$ cat src/rtl/poly_job_sequencer_if.sv
// Handshake and data bundle between the job sequencer and its neighbours:
// config port, x-sample stream in, datapath launch/result, y-result stream out.
interface poly_job_sequencer_if #(
    parameter int W = 16
);
    logic         cfg_we;
    logic [1:0]   cfg_addr;
    logic [W-1:0] cfg_data;
    logic         cfg_err;
    logic         x_valid;
    logic         x_ready;
    logic [W-1:0] x_data;
    logic         inicio;
    logic [W-1:0] x_out;
    logic [W-1:0] A_out;
    logic [W-1:0] B_out;
    logic [W-1:0] C_out;
    logic [W-1:0] resultado;
    logic         y_valid;
    logic         y_ready;
    logic [W-1:0] y_data;
    logic         busy;

    // Environment side: drives config, samples, datapath result and consumer ready
    modport master (
        output cfg_we, cfg_addr, cfg_data, x_valid, x_data, resultado, y_ready,
        input  cfg_err, x_ready, inicio, x_out, A_out, B_out, C_out, y_valid, y_data, busy
    );

    // Sequencer side
    modport slave (
        input  cfg_we, cfg_addr, cfg_data, x_valid, x_data, resultado, y_ready,
        output cfg_err, x_ready, inicio, x_out, A_out, B_out, C_out, y_valid, y_data, busy
    );
endinterface

$ cat src/rtl/poly_job_sequencer.sv
// Feeds x samples from a small FIFO to the polynomial datapath one job at a
// time, waits a fixed number of cycles, then presents the captured result on
// a valid/ready port. Coefficient registers are writable only while idle.
module poly_job_sequencer #(
    parameter int W           = 16,
    parameter int CALC_CYCLES = 8,
    parameter int FIFO_DEPTH  = 4
) (
    input  logic                  clk_i,
    input  logic                  rst_ni,
    poly_job_sequencer_if.slave   bus
);
    localparam int AW = $clog2(FIFO_DEPTH);
    localparam int CW = $clog2(CALC_CYCLES + 1);

    typedef enum logic [1:0] {IDLE, START, WAIT, HOLD} state_t;

    state_t          state_q;
    logic [W-1:0]    fifo_q [FIFO_DEPTH];
    logic [AW-1:0]   wr_ptr_q, rd_ptr_q;
    logic [AW:0]     count_q, count_d;
    logic [CW-1:0]   cnt_q;
    logic [W-1:0]    a_q, b_q, c_q, x_out_q, y_data_q;
    logic            inicio_q, cfg_err_q, y_valid_q;
    logic            push, pop;

    // x_ready is held low while in reset so nothing is accepted then
    assign bus.x_ready = rst_ni && (count_q != (AW+1)'(FIFO_DEPTH));
    assign push        = bus.x_valid && bus.x_ready;
    // Pop looks at the pre-edge count, so a push into an empty FIFO waits a cycle
    assign pop         = (state_q == IDLE) && (count_q != '0);

    assign bus.inicio  = inicio_q;
    assign bus.cfg_err = cfg_err_q;
    assign bus.x_out   = x_out_q;
    assign bus.A_out   = a_q;
    assign bus.B_out   = b_q;
    assign bus.C_out   = c_q;
    assign bus.y_valid = y_valid_q;
    assign bus.y_data  = y_data_q;
    assign bus.busy    = (state_q != IDLE) || (count_q != '0);

    // Occupancy next-state from the push/pop pair
    always_comb begin
        count_d = count_q;
        if (push && !pop)      count_d = count_q + (AW+1)'(1);
        else if (!push && pop) count_d = count_q - (AW+1)'(1);
    end

    // Sample storage; contents are don't-care until written, so no reset
    always_ff @(posedge clk_i) begin
        if (push) fifo_q[wr_ptr_q] <= bus.x_data;
    end

    // FIFO pointers and occupancy
    always_ff @(posedge clk_i or negedge rst_ni) begin
        if (!rst_ni) begin
            wr_ptr_q <= '0;
            rd_ptr_q <= '0;
            count_q  <= '0;
        end else begin
            if (push) wr_ptr_q <= wr_ptr_q + AW'(1);
            if (pop)  rd_ptr_q <= rd_ptr_q + AW'(1);
            count_q <= count_d;
        end
    end

    // Job FSM, coefficient registers and all registered outputs
    always_ff @(posedge clk_i or negedge rst_ni) begin
        if (!rst_ni) begin
            state_q   <= IDLE;
            cnt_q     <= '0;
            inicio_q  <= 1'b0;
            cfg_err_q <= 1'b0;
            y_valid_q <= 1'b0;
            y_data_q  <= '0;
            x_out_q   <= '0;
            a_q       <= '0;
            b_q       <= '0;
            c_q       <= '0;
        end else begin
            // Writes land only while idle; a write on the pop cycle feeds that job
            cfg_err_q <= bus.cfg_we && (state_q != IDLE);
            if (bus.cfg_we && state_q == IDLE) begin
                case (bus.cfg_addr)
                    2'd0:    a_q <= bus.cfg_data;
                    2'd1:    b_q <= bus.cfg_data;
                    2'd2:    c_q <= bus.cfg_data;
                    default: ;
                endcase
            end
            inicio_q <= 1'b0;
            case (state_q)
                IDLE: if (pop) begin
                    x_out_q  <= fifo_q[rd_ptr_q];
                    inicio_q <= 1'b1;
                    state_q  <= START;
                end
                START: begin
                    cnt_q   <= CW'(CALC_CYCLES);
                    state_q <= WAIT;
                end
                WAIT: begin
                    if (cnt_q == CW'(1)) begin
                        y_data_q  <= bus.resultado;
                        y_valid_q <= 1'b1;
                        state_q   <= HOLD;
                    end else begin
                        cnt_q <= cnt_q - CW'(1);
                    end
                end
                HOLD: if (bus.y_ready) begin
                    y_valid_q <= 1'b0;
                    state_q   <= IDLE;
                end
                default: state_q <= IDLE;
            endcase
        end
    end
endmodule

$ cat src/flat_wrapper.sv
// flat-port wrapper written by rule: the top's interface ports become plain ports
module poly_job_sequencer_flat 
#(
    parameter int W           = 16,
    parameter int CALC_CYCLES = 8,
    parameter int FIFO_DEPTH  = 4
)
  (clk_i, rst_ni, bus_cfg_we, bus_cfg_addr, bus_cfg_data, bus_x_valid, bus_x_data, bus_resultado, bus_y_ready, bus_cfg_err, bus_x_ready, bus_inicio, bus_x_out, bus_A_out, bus_B_out, bus_C_out, bus_y_valid, bus_y_data, bus_busy);
  poly_job_sequencer_if #(.W(W)) bus_i ();
  input  logic clk_i;
  input  logic rst_ni;
  input wire logic [$bits(bus_i.cfg_we)-1:0] bus_cfg_we;
  input wire logic [$bits(bus_i.cfg_addr)-1:0] bus_cfg_addr;
  input wire logic [$bits(bus_i.cfg_data)-1:0] bus_cfg_data;
  input wire logic [$bits(bus_i.x_valid)-1:0] bus_x_valid;
  input wire logic [$bits(bus_i.x_data)-1:0] bus_x_data;
  input wire logic [$bits(bus_i.resultado)-1:0] bus_resultado;
  input wire logic [$bits(bus_i.y_ready)-1:0] bus_y_ready;
  output wire logic [$bits(bus_i.cfg_err)-1:0] bus_cfg_err;
  output wire logic [$bits(bus_i.x_ready)-1:0] bus_x_ready;
  output wire logic [$bits(bus_i.inicio)-1:0] bus_inicio;
  output wire logic [$bits(bus_i.x_out)-1:0] bus_x_out;
  output wire logic [$bits(bus_i.A_out)-1:0] bus_A_out;
  output wire logic [$bits(bus_i.B_out)-1:0] bus_B_out;
  output wire logic [$bits(bus_i.C_out)-1:0] bus_C_out;
  output wire logic [$bits(bus_i.y_valid)-1:0] bus_y_valid;
  output wire logic [$bits(bus_i.y_data)-1:0] bus_y_data;
  output wire logic [$bits(bus_i.busy)-1:0] bus_busy;
  assign bus_i.cfg_we = bus_cfg_we;
  assign bus_i.cfg_addr = bus_cfg_addr;
  assign bus_i.cfg_data = bus_cfg_data;
  assign bus_i.x_valid = bus_x_valid;
  assign bus_i.x_data = bus_x_data;
  assign bus_i.resultado = bus_resultado;
  assign bus_i.y_ready = bus_y_ready;
  assign bus_cfg_err = bus_i.cfg_err;
  assign bus_x_ready = bus_i.x_ready;
  assign bus_inicio = bus_i.inicio;
  assign bus_x_out = bus_i.x_out;
  assign bus_A_out = bus_i.A_out;
  assign bus_B_out = bus_i.B_out;
  assign bus_C_out = bus_i.C_out;
  assign bus_y_valid = bus_i.y_valid;
  assign bus_y_data = bus_i.y_data;
  assign bus_busy = bus_i.busy;
  poly_job_sequencer #(.W(W), .CALC_CYCLES(CALC_CYCLES), .FIFO_DEPTH(FIFO_DEPTH)) u_core (.clk_i(clk_i), .rst_ni(rst_ni), .bus(bus_i));
endmodule
$ cat config.mk
export PLATFORM = sky130hd
export DESIGN_NAME = poly_job_sequencer_flat
export DESIGN_NICKNAME = d
export VERILOG_FILES = /design/src/rtl/poly_job_sequencer_if.sv /design/src/rtl/poly_job_sequencer.sv /design/src/flat_wrapper.sv
export SDC_FILE = /design/constraint.sdc
export NUM_CORES = 1
export LEC_CHECK = 0
export ABC_AREA = 1
export ABC_CLOCK_PERIOD_IN_PS = 2600
export BUFFER_PORTS_ARGS = -buffer_cell sky130_fd_sc_hd__buf_4
export CAP_MARGIN = 20
export CORE_AREA = 2 2 87 152
export DETAILED_ROUTE_END_ITERATION = 7
export DIE_AREA = 0 0 89 154
export GPL_TIMING_DRIVEN = 0
export PLACE_DENSITY = 0.78
export SYNTH_ARGS = -nofsm -noshare
export SYNTH_HDL_FRONTEND = slang
export SYNTH_SLANG_ARGS = --single-unit
export TNS_END_PERCENT = 30
$ cat constraint.sdc
create_clock -name clk_i -period 2.6 [get_ports clk_i]
set_clock_uncertainty 0.2 [all_clocks]
set_input_delay 0.26 -clock clk_i [delete_from_list [all_inputs] [get_ports clk_i]]
set_output_delay 0.26 -clock clk_i [all_outputs]
set_load 0.01 [all_outputs]
==> flow_summary.json <==
{
  "outcome": "complete, no violations",
  "synthCells": 642,
  "port-buffer-count": 139,
  "fin_crit_sh_pct": 93.5,
  "end_kind": "register",
  "h-tree-depth": 4,
  "synth.top_cells.by_count": "nand2_1, dfrtp_1, edfxtp_1, inv_1, o21ai_1",
  "holdCritPathClass": "in -> reg",
  "die_h_um": 154,
  "synth_edf_count": 64,
  "post_drt_wl_per_cell_um": 15.5,
  "synth_area_um2": 6620,
  "layout-drive-gt1-share_pct": 27.1,
  "maxSlewHeadroom_pct": 34.6,
  "async_flop_share_pct": 60.0,
  "worstMarginPinSlew_ns": 0.980,
  "p_leak_nw": 4.52,
  "die_area_um2": 13700,
  "area_growth_pct": 37.5,
  "ys_seq_area_share_pct": 65.4,
  "overflow": 0,
  "dr.pass1.iters": 5,
  "clkLatencyLatePin_ns": 0.41,
  "maxCapViolCount": 0,
  "cts.path.max_buffers": 2,
  "synth.area.top_cells": "dfrtp_1, edfxtp_1, nand2_1",
  "clkTransAtPathRegs_ns": 0.06,
  "crit_type": "in -> reg",
  "synth_top_cell_by_area": "dfrtp_1",
  "power_density_nw_per_um2": 1160,
  "nFillCells": 870,
  "yosysWarnings": 0,
  "fp-row-count": 54,
  "ys_seq_elements": 160,
  "regArea_um2": 4320,
  "dp_hpwl_um": 10900,
  "synth_top_area_share_pct": 36.3,
  "grt_usage_pct": 24.6,
  "p_clk_share_pct": 24.2,
  "finalSetupViolations": 0,
  "placed_area_um2": 7910,
  "multi_input_area_um2": 1880,
  "cellInternalPower_mw": 6.83,
  "synth_flop_cell": "dfrtp_1",
  "die_w_um": 89,
  "start_util_pct": 53.2,
  "grt_pass1_vias": 5346,
  "root_buffer": "clkbuf_16",
  "crit_arrival_ns": 2.56,
  "dp_cells": 950,
  "grt_max_degree": 63,
  "drtIter0Drc": 370,
  "vias_per_cell": 4.94,
  "numCtsBuffers": 17,
  "hold_violations": 0,
  "place.gp.congestion": 0.808,
  "vdd_ir_drop_max_uv": 719,
  "period_needed_ns": 2.43,
  "ant_nets": 0,
  "core_area_um2": 12400,
  "start_kind": "input port",
  "cp.required_ns": 2.73,
  "worstPathMaxFanout": 7,
  "cts_tree": "yes",
  "rsz0062_at_grt": "no",
  "holdWs_ns": 0.0130,
  "antenna_found_initial": 1,
  "drt_wl_total_um": 16100,
  "nets": 922,
  "seqPwrFrac_pct": 37.6,
  "ys_types": 29,
  "fmax_mhz": 411,
  "syn_nets": 709,
  "drv_slew": 0,
  "boundaryPins": 140,
  "fin_area_um2": 9090,
  "dr_total_vias": 5120,
  "grt_pass1_wl_um": 25900,
  "synth_most_common_cell": "nand2_1",
  "switching_share_pct": 35.1,
  "instances_no_fill": 1037,
  "switchingPower_mw": 3.68,
  "remaining_drc_errors": 0,
  "synth.avg_cell_area_um2": 10.3,
  "p_comb_share_pct": 38.2,
  "clock-sinks": 160
}
-- sequential cells by signal (all words and copies together), names as in the netlist --
signal,flops
u_core.bus.y_data,16
u_core.state_q,2
u_core.bus.x_out,16
u_core.cnt_q,4
u_core.bus.cfg_err,1
u_core.fifo_q,64
u_core.wr_ptr_q,2
u_core.count_q,3
u_core.bus.inicio,1
u_core.bus.y_valid,1
u_core.bus.A_out,16
u_core.rd_ptr_q,2
u_core.bus.B_out,16
u_core.bus.C_out,16
-- power groups by stage --
| stage | combinational, mW | sequential (mW) | clock, mW |
|---|---|---|---|
| 4_1_cts | 4.02 | 3.93 | 2.58 |
| 6_report | 4.02 | 3.95 | 2.54 |
| 2_1_floorplan | 1.97 | 4.19 | 0 |
| 5_1_grt | 4.48 | 4.04 | 2.68 |
| 3_3_place_gp | 3.77 | 3.92 | 0 |
| 3_5_place_dp | 3.92 | 3.97 | 0 |
-- per-layer routing --
layer  global-route usage (%)  up-vias  routed length [um]
met4                     9.10        0                 296
li1                         -     2453                   -
met2                     44.1      193                8870
met3                     7.14       27                1000
met1                     26.8     2447                5920
met5                        0        -                   0
-- worst paths after layout --
check / from / to / slack [ns] / cells after the start
worst max-delay path: rst_ni / u_core.count_q[2] / 0.17 / 12
worst min-delay path: bus_cfg_addr[0] / u_core.bus.A_out[0] / 0.01 / 5
worst max register to register: u_core.count_q[0] / u_core.count_q[2] / 0.17 / 12
worst min register to register: u_core.bus.x_out[10] / u_core.bus.x_out[10] / 0.28 / 2
max in group asynchronous: rst_ni / u_core.bus.B_out[15] / 1.10 / 5
min in group asynchronous: rst_ni / u_core.bus.A_out[15] / 0.35 / 4
-- cells by family after synthesis --
logic type / Yosys count / share of synthesized area (%)
xor gates and xnor gates: 5 / 0.662
DFF: 160 / 65.4
buffers and inverters: 81 / 6.37
AOI/OAI and AO/OA: 70 / 6.45
adders and majority gates: 12 / 2.38
and+or+nand+nor: 314 / 18.8
-- cells in the final DEF (no fill, tap or decap), drive strengths merged --
cell type / n
fa: 1
nand3: 9
clkbuf: 26
dlygate4sd3: 51
buf: 167
xnor2: 1
nand4: 2
or2: 3
a21boi: 1
xor2: 4
nand2: 290
o211ai: 1
ha: 11
clkinv: 2
dfrtp: 96
bufinv: 2
o21ai: 68
inv: 59
nor2: 10
diode: 1
edfxtp: 64
-- final cells by class --
cell class                 count  area share [%]
clock buffer                  25            5.59
inverter                      56            2.34
buffer                        25            2.30
multi-input combinational    401            20.7
tap                          168            2.31
sequential                   160            47.5
timing repair buffer         194            18.1
antenna                        1          0.0275
clock inverter                 7            1.06
-- critical path: stages --
cell           delay [ns]
dlygate4sd3_1        0.54
buf_4                0.17
buf_16               0.12
nand3_1              0.27
inv_1                0.17
ha_1                 0.18
inv_1                0.07
fa_1                 0.39
inv_1                0.07
nand2_1              0.05
nand3_1              0.10
xor2_1               0.17
-- what timing repair did --
action                                 4_1_cts  5_1_grt
hold buffers                                54        0
buffers inserted                             0        0
setup endpoints to repair                    0        1
endpoints found under the hold margin      163        0
resized for setup                            0        1
-- stage by stage --
| step | setup slack [ns] | util, % | setup TNS (ns) | total power [mW] |
|---|---|---|---|---|
| floorplan | 0.410 | - | 0 | 6.16 |
| global placement | -0.952 | 63.3 | -59.84 | 7.69 |
| detailed placement | -0.307 | 63.6 | -18.44 | 7.88 |
| CTS | 0.103 | 73.1 | 0 | 10.5 |
| global route | 0.0270 | 73.2 | 0 | 11.2 |
| finish | 0.170 | 73.2 | 0 | 10.5 |
No activity file was read; power rests on OpenSTA's default activity.
